--- src/rtl/rob_commit_unit_if.sv ---
// Allocation, writeback and commit signal bundle of the reorder buffer.
// The master side is the core (rename/execute/consumers); the slave side is the ROB.
interface rob_commit_unit_if #(
    parameter int ROB_IDX_W = 4,
    parameter int PHY_REG_W = 6,
    parameter int VAL_W     = 32,
    parameter int ADDR_W    = 32
);
    logic                 alloc_valid;
    logic                 alloc_ready;
    logic                 alloc_has_dst;
    logic [PHY_REG_W-1:0] alloc_phy_dst;
    logic [ADDR_W-1:0]    alloc_pc;
    logic [ROB_IDX_W-1:0] alloc_tag;
    logic                 wb_valid;
    logic [ROB_IDX_W-1:0] wb_tag;
    logic [VAL_W-1:0]     wb_value;
    logic                 flush;
    logic                 commit_valid;
    logic                 commit_with_write;
    logic [PHY_REG_W-1:0] commited_wr_register;
    logic [VAL_W-1:0]     commit_wr_val;
    logic [ADDR_W-1:0]    commit_pc;
    logic [ROB_IDX_W:0]   rob_count;
    logic                 rob_empty;

    modport master (
        output alloc_valid, alloc_has_dst, alloc_phy_dst, alloc_pc,
        output wb_valid, wb_tag, wb_value, flush,
        input  alloc_ready, alloc_tag,
        input  commit_valid, commit_with_write, commited_wr_register, commit_wr_val, commit_pc,
        input  rob_count, rob_empty
    );

    modport slave (
        input  alloc_valid, alloc_has_dst, alloc_phy_dst, alloc_pc,
        input  wb_valid, wb_tag, wb_value, flush,
        output alloc_ready, alloc_tag,
        output commit_valid, commit_with_write, commited_wr_register, commit_wr_val, commit_pc,
        output rob_count, rob_empty
    );
endinterface

--- src/rtl/rob_commit_unit.sv ---
// In-order commit stage: allocates at tail, completes out of order on writeback,
// retires one done entry per cycle from head onto registered commit outputs.
module rob_commit_unit #(
    parameter int ROB_DEPTH = 16,
    parameter int ROB_IDX_W = 4,
    parameter int PHY_REG_W = 6,
    parameter int VAL_W     = 32,
    parameter int ADDR_W    = 32
) (
    input logic              clk,
    input logic              reset,
    rob_commit_unit_if.slave robIf
);
    localparam logic [ROB_IDX_W:0]   DEPTH_CNT = ROB_DEPTH[ROB_IDX_W:0];
    localparam logic [ROB_IDX_W:0]   CNT_ONE   = 1;
    localparam logic [ROB_IDX_W-1:0] PTR_ONE   = 1;

    logic [ROB_IDX_W-1:0] headPtr;
    logic [ROB_IDX_W-1:0] tailPtr;
    logic [ROB_IDX_W:0]   robCount;
    logic [ROB_DEPTH-1:0] entryValid;
    logic [ROB_DEPTH-1:0] entryDone;
    logic [ROB_DEPTH-1:0] entryHasDst;
    logic [PHY_REG_W-1:0] entryPhyDst [ROB_DEPTH];
    logic [ADDR_W-1:0]    entryPc     [ROB_DEPTH];
    logic [VAL_W-1:0]     entryValue  [ROB_DEPTH];

    logic allocFire;
    logic wbFire;
    logic commitFire;

    assign robIf.alloc_ready = (robCount < DEPTH_CNT);
    assign robIf.alloc_tag   = tailPtr;
    assign robIf.rob_count   = robCount;
    assign robIf.rob_empty   = (robCount == '0);

    assign allocFire  = robIf.alloc_valid && robIf.alloc_ready;
    assign wbFire     = robIf.wb_valid && entryValid[robIf.wb_tag] && !entryDone[robIf.wb_tag];
    assign commitFire = entryValid[headPtr] && entryDone[headPtr];

    always_ff @(posedge clk or posedge reset) begin
        if (reset) begin
            headPtr                    <= '0;
            tailPtr                    <= '0;
            robCount                   <= '0;
            entryValid                 <= '0;
            entryDone                  <= '0;
            robIf.commit_valid         <= 1'b0;
            robIf.commit_with_write    <= 1'b0;
            robIf.commited_wr_register <= '0;
            robIf.commit_wr_val        <= '0;
            robIf.commit_pc            <= '0;
        end else if (robIf.flush) begin
            headPtr                 <= '0;
            tailPtr                 <= '0;
            robCount                <= '0;
            entryValid              <= '0;
            entryDone               <= '0;
            robIf.commit_valid      <= 1'b0;
            robIf.commit_with_write <= 1'b0;
        end else begin
            if (allocFire) begin
                entryValid[tailPtr] <= 1'b1;
                entryDone[tailPtr]  <= 1'b0;
                tailPtr             <= tailPtr + PTR_ONE;
            end
            if (wbFire) begin
                entryDone[robIf.wb_tag] <= 1'b1;
            end
            robIf.commit_valid      <= commitFire;
            robIf.commit_with_write <= commitFire && entryHasDst[headPtr];
            // Data outputs hold their last retired values when nothing commits.
            if (commitFire) begin
                entryValid[headPtr]        <= 1'b0;
                headPtr                    <= headPtr + PTR_ONE;
                robIf.commited_wr_register <= entryPhyDst[headPtr];
                robIf.commit_wr_val        <= entryValue[headPtr];
                robIf.commit_pc            <= entryPc[headPtr];
            end
            if (allocFire && !commitFire) begin
                robCount <= robCount + CNT_ONE;
            end else if (!allocFire && commitFire) begin
                robCount <= robCount - CNT_ONE;
            end
        end
    end

    // Payload needs no reset: it is only observed through entries marked valid and done.
    always_ff @(posedge clk) begin
        if (allocFire && !robIf.flush) begin
            entryHasDst[tailPtr] <= robIf.alloc_has_dst;
            entryPhyDst[tailPtr] <= robIf.alloc_phy_dst;
            entryPc[tailPtr]     <= robIf.alloc_pc;
        end
        if (wbFire && !robIf.flush) begin
            entryValue[robIf.wb_tag] <= robIf.wb_value;
        end
    end
endmodule

--- src/flat_wrapper.sv ---
// flat-port wrapper written by rule: the top's interface ports become plain ports
module rob_commit_unit_flat 
#(
    parameter int ROB_DEPTH = 16,
    parameter int ROB_IDX_W = 4,
    parameter int PHY_REG_W = 6,
    parameter int VAL_W     = 32,
    parameter int ADDR_W    = 32
)
  (clk, reset, robIf_alloc_valid, robIf_alloc_has_dst, robIf_alloc_phy_dst, robIf_alloc_pc, robIf_wb_valid, robIf_wb_tag, robIf_wb_value, robIf_flush, robIf_alloc_ready, robIf_alloc_tag, robIf_commit_valid, robIf_commit_with_write, robIf_commited_wr_register, robIf_commit_wr_val, robIf_commit_pc, robIf_rob_count, robIf_rob_empty);
  rob_commit_unit_if #(.ROB_IDX_W(ROB_IDX_W), .PHY_REG_W(PHY_REG_W), .VAL_W(VAL_W), .ADDR_W(ADDR_W)) robIf_i ();
  input logic clk;
  input logic reset;
  input wire logic [$bits(robIf_i.alloc_valid)-1:0] robIf_alloc_valid;
  input wire logic [$bits(robIf_i.alloc_has_dst)-1:0] robIf_alloc_has_dst;
  input wire logic [$bits(robIf_i.alloc_phy_dst)-1:0] robIf_alloc_phy_dst;
  input wire logic [$bits(robIf_i.alloc_pc)-1:0] robIf_alloc_pc;
  input wire logic [$bits(robIf_i.wb_valid)-1:0] robIf_wb_valid;
  input wire logic [$bits(robIf_i.wb_tag)-1:0] robIf_wb_tag;
  input wire logic [$bits(robIf_i.wb_value)-1:0] robIf_wb_value;
  input wire logic [$bits(robIf_i.flush)-1:0] robIf_flush;
  output wire logic [$bits(robIf_i.alloc_ready)-1:0] robIf_alloc_ready;
  output wire logic [$bits(robIf_i.alloc_tag)-1:0] robIf_alloc_tag;
  output wire logic [$bits(robIf_i.commit_valid)-1:0] robIf_commit_valid;
  output wire logic [$bits(robIf_i.commit_with_write)-1:0] robIf_commit_with_write;
  output wire logic [$bits(robIf_i.commited_wr_register)-1:0] robIf_commited_wr_register;
  output wire logic [$bits(robIf_i.commit_wr_val)-1:0] robIf_commit_wr_val;
  output wire logic [$bits(robIf_i.commit_pc)-1:0] robIf_commit_pc;
  output wire logic [$bits(robIf_i.rob_count)-1:0] robIf_rob_count;
  output wire logic [$bits(robIf_i.rob_empty)-1:0] robIf_rob_empty;
  assign robIf_i.alloc_valid = robIf_alloc_valid;
  assign robIf_i.alloc_has_dst = robIf_alloc_has_dst;
  assign robIf_i.alloc_phy_dst = robIf_alloc_phy_dst;
  assign robIf_i.alloc_pc = robIf_alloc_pc;
  assign robIf_i.wb_valid = robIf_wb_valid;
  assign robIf_i.wb_tag = robIf_wb_tag;
  assign robIf_i.wb_value = robIf_wb_value;
  assign robIf_i.flush = robIf_flush;
  assign robIf_alloc_ready = robIf_i.alloc_ready;
  assign robIf_alloc_tag = robIf_i.alloc_tag;
  assign robIf_commit_valid = robIf_i.commit_valid;
  assign robIf_commit_with_write = robIf_i.commit_with_write;
  assign robIf_commited_wr_register = robIf_i.commited_wr_register;
  assign robIf_commit_wr_val = robIf_i.commit_wr_val;
  assign robIf_commit_pc = robIf_i.commit_pc;
  assign robIf_rob_count = robIf_i.rob_count;
  assign robIf_rob_empty = robIf_i.rob_empty;
  rob_commit_unit #(.ROB_DEPTH(ROB_DEPTH), .ROB_IDX_W(ROB_IDX_W), .PHY_REG_W(PHY_REG_W), .VAL_W(VAL_W), .ADDR_W(ADDR_W)) u_core (.clk(clk), .reset(reset), .robIf(robIf_i));
endmodule
--- config.mk ---
export PLATFORM = sky130hd
export DESIGN_NAME = rob_commit_unit_flat
export DESIGN_NICKNAME = d
export VERILOG_FILES = /design/src/rtl/rob_commit_unit_if.sv /design/src/rtl/rob_commit_unit.sv /design/src/flat_wrapper.sv
export SDC_FILE = /design/constraint.sdc
export NUM_CORES = 1
export LEC_CHECK = 0
export BUFFER_PORTS_ARGS = -buffer_cell sky130_fd_sc_hd__buf_2
export CAP_MARGIN = 0
export CORE_ASPECT_RATIO = 1.1
export CORE_MARGIN = 5
export CORE_UTILIZATION = 35
export DETAILED_ROUTE_END_ITERATION = 10
export MAX_ROUTING_LAYER = met4
export PLACE_DENSITY = 0.61
export SLEW_MARGIN = 25
export SYNTH_ARGS = -nofsm -noshare
export SYNTH_HDL_FRONTEND = slang
export SYNTH_SLANG_ARGS = --single-unit
--- constraint.sdc ---
create_clock -name clk -period 7.45 [get_ports clk]
set_input_delay 0.3725 -clock clk [delete_from_list [all_inputs] [get_ports clk]]
set_output_delay 0.3725 -clock clk [all_outputs]
set_load 0.02 [all_outputs]
==> results.md, run 1 <==
- Switching part of the total: 20.7%
- Setup Buffers After CTS: 0
- Crit path DAT: 4590 ps
- Endpoints failing hold: 0
- Pin count of the biggest net entering global routing: 158
- Remaining DRCs: 1
- Pwr per Cell Area: 252 mW/mm²
- Nets: 2,430
- Clock sinks: 1,253
- Gate power share: 3.0%
- Worst slew pin tran: 1070 ps
- # port buffers: 162
- Share of the synthesized area in the top cell type: 70.2%
- CTS Root Cell: clkbuf_16
- Crit-path max cell delay: 840 ps
- Total power: 14.2 mW
- Area leader, netlist: edfxtp_1
- Cells after Synth: 2,044
- Int Pwr: 11.2 mW
- Starting DRT DRC Count: 2,101
- Ports: 163
- Global-route wire length before repair: 162 mm
- Most used cell, CP: a21oi_1
- Worst path required time: 8050 ps
- Sequential share of power: 54.8%
- Commonest cells after routing, fill and taps aside: edfxtp_1, mux4_2, buf_2, clkbuf_16, dfrtp_1
- Setup TNS: 0 ps
- Outcome: finished, violations left
- Worst VDD drop: 217 µV
- Worst setup path start: u_core.headPtr[0]
- # rows: 143
- Synth-to-layout area growth: 15.8%
- Gr usage total: 15.5%
- First-pass iteration count of the detailed router: 8
- Critical-path cell with the highest stage delay: dfrtp_4
- H-tree depth: 3
- Post-Syn Nets: 2,137
- Via/cell ratio: 5.20
- Clock slew at reported path FFs: 60 ps
- Post-synthesis sequential area ratio: 76.2%
- Via count: 22,200
- Global route overflow: 0
- Hold Crit Class: input pin to register
- Hold Slack: 129 ps
- Clk buf depth: 3
- Tmin final: 3990 ps
- Skew-Pair Late Insertion Delay: 750 ps
- Die Ht: 401 µm
- Failing checks: design-rule violations
- Reg2reg setup slack: 3460 ps
- Clk pwr share: 42.1%
- Final Max Tran Viols: 0
- Reg2Reg Launch Point: u_core.headPtr[0]
- TritonCTS clock tree: done
- Yosys warning total: 0
- TritonCTS Buffers: 120
- Detailed-route wire length per cell: 26.0 µm
- Die area: 0.146 mm²
- RSZ-0062 raised after global routing: no
- Routed WL: 111 mm
- Critical path endpoint category: register
- Period utilization: 53.6%
- Initial core utilization: 35.2%
- Final Wtd Congestion: 0.808
- Dpl hpwl: 55.1 mm
- Number of max-cap violations: 0
- Worst slew margin: 28.8%
- Post-synth EDFFs: 1,136
- Layout Skew: 23.2 ps
- CP max FO: 29
- Detail Route Antenna Nets: 0
- Die Wd: 365 µm
- Crit path launch type: register
- Fraction of registers with async set/reset: 9.34%
- Hold path start: robIf_alloc_valid
- Yosys cell types: 46
- Synth Cell Area: 0.0486 mm²
- Fraction of layout cells with a size suffix above 1: 33.8%
- Core area: 0.138 mm²
- Flops & latches, synth: 1,253
- Number of global-route vias before repair: 23,700
- Sw power: 2.93 mW
- Area contributors post-synth: edfxtp_1, mux4_2, dfrtp_1, mux2_4, mux4_1
- Commonest non-fill, non-tap cell in the layout: edfxtp_1
- Leakage power: 18.1 nW
- Top_reg_cell synth: edfxtp_1
- Syn avg cell area: 23.8 µm²
- CP Cell Sequence: mux4_1 -> nand2_1 -> nand4_1 -> a21oi_1 -> inv_1 -> fa_1 -> a21o_1 -> a21oi_1 -> nor2_1 -> a2111oi_0
- Critical setup path kind: register to register
- Setup Viol. Count Final: 0
- Max Freq: 250 MHz
- Initial antenna violation count: 16
[path summary, 6_finish.rpt]
check                                                        to  cells past startpoint
hold / removal                        u_core.robIf.rob_count[4]                      4
setup reg to reg                      u_core.robIf.rob_count[4]                     10
setup / recovery                      u_core.robIf.rob_count[4]                     10
min in group asynchronous        u_core.robIf.commit_wr_val[23]                      3
max in group asynchronous                     u_core.headPtr[2]                      4
hold reg to reg            u_core.robIf.commited_wr_register[2]                      1
[registers in the layout (all words and copies together) (netlist names)]
| signal | count |
|---|---|
| u_core.robIf.commit_valid | 1 |
| u_core.robIf.rob_count | 5 |
| u_core.robIf.commit_pc | 32 |
| u_core.entryValid | 16 |
| u_core.robIf.alloc_tag | 4 |
| u_core.entryPhyDst | 96 |
| u_core.headPtr | 4 |
| u_core.entryValue | 512 |
| u_core.robIf.commit_wr_val | 32 |
| u_core.robIf.commit_with_write | 1 |
| u_core.robIf.commited_wr_register | 6 |
| u_core.entryDone | 16 |
| u_core.entryPc | 512 |
| u_core.entryHasDst | 16 |
[metrics by stage]
stage	std cells	setup slack, ps	cell area, µm²	utilization (%)
floorplan	2044	2050	48600	-
global placement	3952	3420	51500	37.3
detailed placement	3952	3470	51500	37.3
CTS	4252	3370	56100	40.6
global route	4267	3140	56300	40.7
finish	4268	3460	56300	40.7
[cell families after synthesis]
| logic type | synth area share (%) |
|---|---|
| mux | 19.2 |
| xor+xnor | 0.126 |
| compound gates | 0.873 |
| fa+ha+maj | 0.350 |
| flops | 76.2 |
| simple gates | 1.43 |
| buf+inv | 1.76 |
[what timing repair did]
item                      in CTS  in global routing
resized for setup              0                  0
hold buffers                  72                  0
hold endpoints to repair    1193                  0
[power by group through the flow]
stage	Combinational [mW]	Clock (mW)	Sequential (mW)
after CTS	0.438	6.12	7.77
final	0.430	5.97	7.77
after global routing	0.469	6.42	7.78
after global placement	0.382	0	7.92
after detailed placement	0.400	0	7.92
after floorplan	0.166	0	7.94
[synthesized netlist by cell type, types with 6 or more instances]
library cell  number
edfxtp_1        1136
mux4_2           331
dfrtp_1          117
mux2_4            65
clkbuf_1          56
nor2_1            55
mux4_1            32
nand2_1           27
inv_1             24
nor3_1            24
buf_6             18
o32ai_1           15
a311oi_1          12
ha_1              12
buf_12            10
a21oi_1            9
buf_1              9
buf_2              9
buf_4              7
nor2b_1            6
nor3b_1            6
[cell type report]
cell class / count / area, µm²
Fill cell: 12000 / 81900
Sequential cell: 1253 / 37100
Multi-Input combinational cell: 656 / 10900
Clock buffer: 161 / 3210
Tap cell: 1812 / 2270
Timing Repair Buffer: 281 / 1990
Clock inverter: 67 / 708
Inverter: 25 / 98.8
Antenna cell: 13 / 32.5
[metal layers]
metal	wire length, µm	track usage [%]	up-vias
met4	1990	3.11	0
met3	6740	3.27	164
met5	0	-	-
met2	58200	26.5	732
met1	44200	19.3	12000
li1	-	-	9307
[worst max-delay path: cells and delay by family (launching register included)]
family                     cells  cell delay (ps)
and+or+nand+nor                3              350
buffers and inverters          1              270
muxes                          1              660
DFF                            1              840
adders and majority gates      1              470
AOI/OAI and AO/OA              4             1260
No activity file was read; power rests on OpenSTA's default activity.
==> run 2, diff against run 1 <==
Settings changed: ABC_AREA set to 1, PLACE_DENSITY 0.61 to 0.63.
Clock period 7.45 ns to 3.5 ns, I/O delays scaled along.
==> run 2 against run 1 <==
Net effect: the run now ends clean; register-to-register slack worse by 3000 ps; global-route usage is 1.9 points higher; critical path type unchanged; count of clock-buffer cells in the layout decreased by 5.
==> results.md, run 2 <==
- Outcome: completed
- RSZ-0062 raised after global routing: no
- CTS Root Cell: clkbuf_16
- Critical setup path kind: register to register
- Worst slew pin tran: 1370 ps (+300 ps)
- CP top delay family: simple AND/OR/NAND/NOR gates
- # rows: 144 (+0.70%)
- Most common cell in the netlist: edfxtp_1
- Global-route wire length before repair: 194 mm (+20%)
- Number of global-route vias before repair: 30,400 (+28%)
- Reg2reg path depth: 17 (+7)
- Core area: 0.140 mm² (+1.2%)
- Clk buf depth: 3 (unchanged)
- Complex-gate fraction of the synthesized area: 11.9% (+11 points)
- Top_reg_cell synth: edfxtp_1
- # port buffers: 162 (unchanged)
- Crit-path max cell delay: 620 ps (-220 ps)
- Clock slew at reported path FFs: 70 ps (about the same)
- Most used cell, CP: nand2_1
- Worst VDD drop: 443 µV (+100%)
- Period utilization: 87.9% (+34 points)
- Reg2reg setup slack: 420 ps (-3030 ps)
- Synth-to-layout area growth: 16.3%
- First-pass iteration count of the detailed router: 8 (unchanged)
- Die Wd: 367 µm (+0.55%)
- Pwr per Cell Area: 541 mW/mm² (+110%)
- Initial antenna violation count: 15 (-1)
- Layout Skew: 50.0 ps (+26.8 ps)
- Met3 GRT Util: 2.42% (-0.85 points)
- Endpoints failing hold: 0 (unchanged)
- Flops & latches, synth: 1,253 (unchanged)
- Post-cts resize count: 0 (unchanged)
- Placed Instances: 5,640 (+43%)
- Syn avg cell area: 12.8 µm² (-46%)
- Clk pwr share: 42.3% (+0.2 points)
- Area contributors post-synth: edfxtp_1, o21ai_0, dfrtp_1, nor2_1, o22ai_1
- Global route overflow: 0 (unchanged)
- Number of max-cap violations: 0 (unchanged)
- Mux share of post-synthesis cell area: 0% (-19 points)
- Grt peak-use layer: met2
- Max Freq: 325 MHz (+30%)
- Sw power: 6.57 mW (+120%)
- Skew-Pair Late Insertion Delay: 740 ps (about the same)
- Via/cell ratio: 5.30 (+2.0%)
- Post-Syn Nets: 3,929 (+84%)
- Top Registers: u_core.entryPc x512, u_core.entryValue x512, u_core.entryPhyDst x96
- Post-synth EDFFs: 1,136 (unchanged)
- Final Max Tran Viols: 0 (unchanged)
- Setup Viol. Count Final: 0 (unchanged)
- Die Ht: 403 µm (+0.55%)
- Share of the synthesized area in the top cell type: 69.4% (-0.78 points)
- Tmin final: 3080 ps (-916 ps)
- Area leader, netlist: edfxtp_1
- TritonCTS Buffers: 119 (-0.83%)
- Worst path required time: 4160 ps (-3890 ps)
- Clock sinks: 1,253 (unchanged)
- Detailed-route wire length per cell: 21.8 µm (-16%)
- Starting DRT DRC Count: 3,247 (+55%)
- Sequential share of power: 53.8% (-1.0 points)
- Leakage power: 19.6 nW (+8.5%)
- Worst R2R End: u_core.robIf.rob_count[4]
- Post-synthesis xor/xnor area fraction: 0.0357% (-0.091 points)
- Hold path start: robIf_wb_valid
- Reg2Reg Launch Point: u_core.headPtr[0]
- Dpl hpwl: 64.1 mm (+16%)
- Gate power share: 3.9% (+0.9 points)
- Cells after Synth: 3,836 (+88%)
- TritonCTS clock tree: done
- Post-synthesis simple-gate area fraction: 9.32% (+7.9 points)
- Crit path buf inv count: 2 (+1)
- Critical-path cell with the highest stage delay: dfrtp_4
- Remaining DRCs: 0 (-1)
- CP Cell Sequence: inv_8 -> nand2_1 -> nand3_1 -> nand2_1 -> nand2_1 -> nand2_1 -> inv_2 -> nand2_4 -> nand2_4 -> nand2_2 -> fa_1 -> nand2_1 -> nand2_1 -> a21oi_1 -> nand3b_1 -> nand3_1 -> nand2_1
- Gr usage total: 17.5% (+1.9 points)
- H-tree depth: 3 (unchanged)
- Crit path launch type: register
- Final std cells w/o fill: 5,954 (+40%)
- Hold Crit Class: input pin to register
- Fraction of registers with async set/reset: 9.34% (unchanged)
- Crit path DAT: 3740 ps (-850 ps)
- Worst slew margin: 8.90% (-20 points)
- Critical path endpoint category: register
- Hold Path Depth: 5 (+1)
- Initial core utilization: 35.1% (about the same)
- Switching part of the total: 21.3% (+0.56 points)
- Pin count of the biggest net entering global routing: 204 (+29%)
- Die area: 0.148 mm² (+1.1%)
- Worst hold endpoint: u_core.entryDone[2]
- Met1 Use GR: 22.8% (+3.5 points)
- Commonest cells after routing, fill and taps aside: edfxtp_1, o21ai_0, nor2_1, nand2_1, o22ai_1
- Fraction of layout cells with a size suffix above 1: 11.6% (-22 points)
- Commonest non-fill, non-tap cell in the layout: edfxtp_1
- Via count: 31,600 (+42%)
- Setup TNS: 0 ps (unchanged)
- Largest family of logic cells by synthesized area: compound AO/OA/AOI/OAI gates
- Synth top cells by count: edfxtp_1, nor2_1, o21ai_0
- Int Pwr: 24.3 mW (+120%)
- Routed WL: 130 mm (+17%)
- Yosys warning total: 0 (unchanged)
- Yosys cell types: 34 (-26%)
- Post-synthesis sequential area ratio: 75.4% (-0.85 points)
- Detail Route Antenna Nets: 0 (unchanged)
- CP max FO: 94 (+220%)
- Area share of fa/ha/maj cells after synthesis: 0.346% (-0.0039 points)
- Final Wtd Congestion: 0.835 (+3.4%)
- Nets: 4,109 (+69%)
- Synth Cell Area: 0.0491 mm² (+1.1%)
- Ports: 163 (unchanged)
- Met2 Use GR: 29.1% (+2.6 points)
-- run 2: changes by cell type after synthesis, sizes merged, moves of 71 or more --
cell    before  now
clkbuf      56  153
mux4       363    0
mux2        71    0
a21oi        9   90
nor2        55  616
o22ai        0  296
nand3        5  117
o21ai        5  668
nand2       27  422
-- run 2: cell families after synthesis --
| group | count (synthesis) |
|---|---|
| AND/OR/NAND/NOR | 1164 |
| buffers and inverters | 339 |
| AO/OA/AOI/OAI | 1065 |
| adder cells (fa/ha/maj) | 13 |
| XOR/XNOR | 2 |
| flip-flops | 1253 |
-- run 2: worst max-delay path by stage --
stage | startpoint | to | slack [ps] | cells past startpoint
after global routing | u_core.headPtr[0] | u_core.robIf.rob_count[4] | 130 | 17
after CTS | u_core.headPtr[0] | u_core.robIf.rob_count[4] | 390 | 17
after detailed placement | robIf_wb_tag[0] | u_core.entryValue[1][15] | 380 | 11
final | u_core.headPtr[0] | u_core.robIf.rob_count[4] | 420 | 17
after global placement | robIf_wb_tag[0] | u_core.entryValue[1][17] | 410 | 11
after floorplan | u_core.robIf.rob_count[4] | u_core.entryHasDst[15] | 10 | 7
-- run 2: layer usage --
layer | up-vias | share of wire, %
met5 | - | 0
met4 | 0 | 2.2
met3 | 210 | 5.8
met2 | 1037 | 50
met1 | 15900 | 42
li1 | 14400 | -
-- run 2: power by group through the flow --
stage	registers, mW	clock network (mW)	logic [mW]
final	16.6	13.1	1.20
after global routing	16.6	13.9	1.31
after CTS	16.6	13.3	1.21
after detailed placement	16.9	0	1.12
after global placement	16.9	0	1.09
after floorplan	17.0	0	0.467
-- run 2: per-stage QoR --
step	hold WS, ps	setup WS [ps]	power [mW]	utilization [%]	cell area [µm²]
3_5_place_dp	395	382	18.1	37.4	52300
4_1_cts	70.2	387	31.1	40.9	57100
2_1_floorplan	274	13.5	17.5	-	49200
5_1_grt	91.4	129	31.9	40.9	57100
6_report	103	423	30.9	40.9	57200
3_3_place_gp	390	408	18.0	37.4	52300
-- run 2: worst register-to-register path: cells and delay by family, from the launching register on --
family                     cells  cell delay (ps)
buffers and inverters          2              480
AOI/OAI and AO/OA              1              140
and+or+nand+nor               13             1320
adders and majority gates      1              460
DFF                            1              620
-- run 2: area by class of cell --
cell class / count / area [µm²]
clock buffer: 156 / 3180
antenna: 10 / 25.0
multi-input combinational: 2244 / 10900
clock inverter: 68 / 811
sequential: 1253 / 37000
fill: 12900 / 82700
tap: 1825 / 2280
timing repair buffer: 310 / 2580
inverter: 88 / 358
-- run 2: what timing repair did --
item	4_1_cts	5_1_grt
setup endpoints to repair	0	0
hold buffers	80	0
setup buffers	0	0
hold endpoints to repair	1216	0
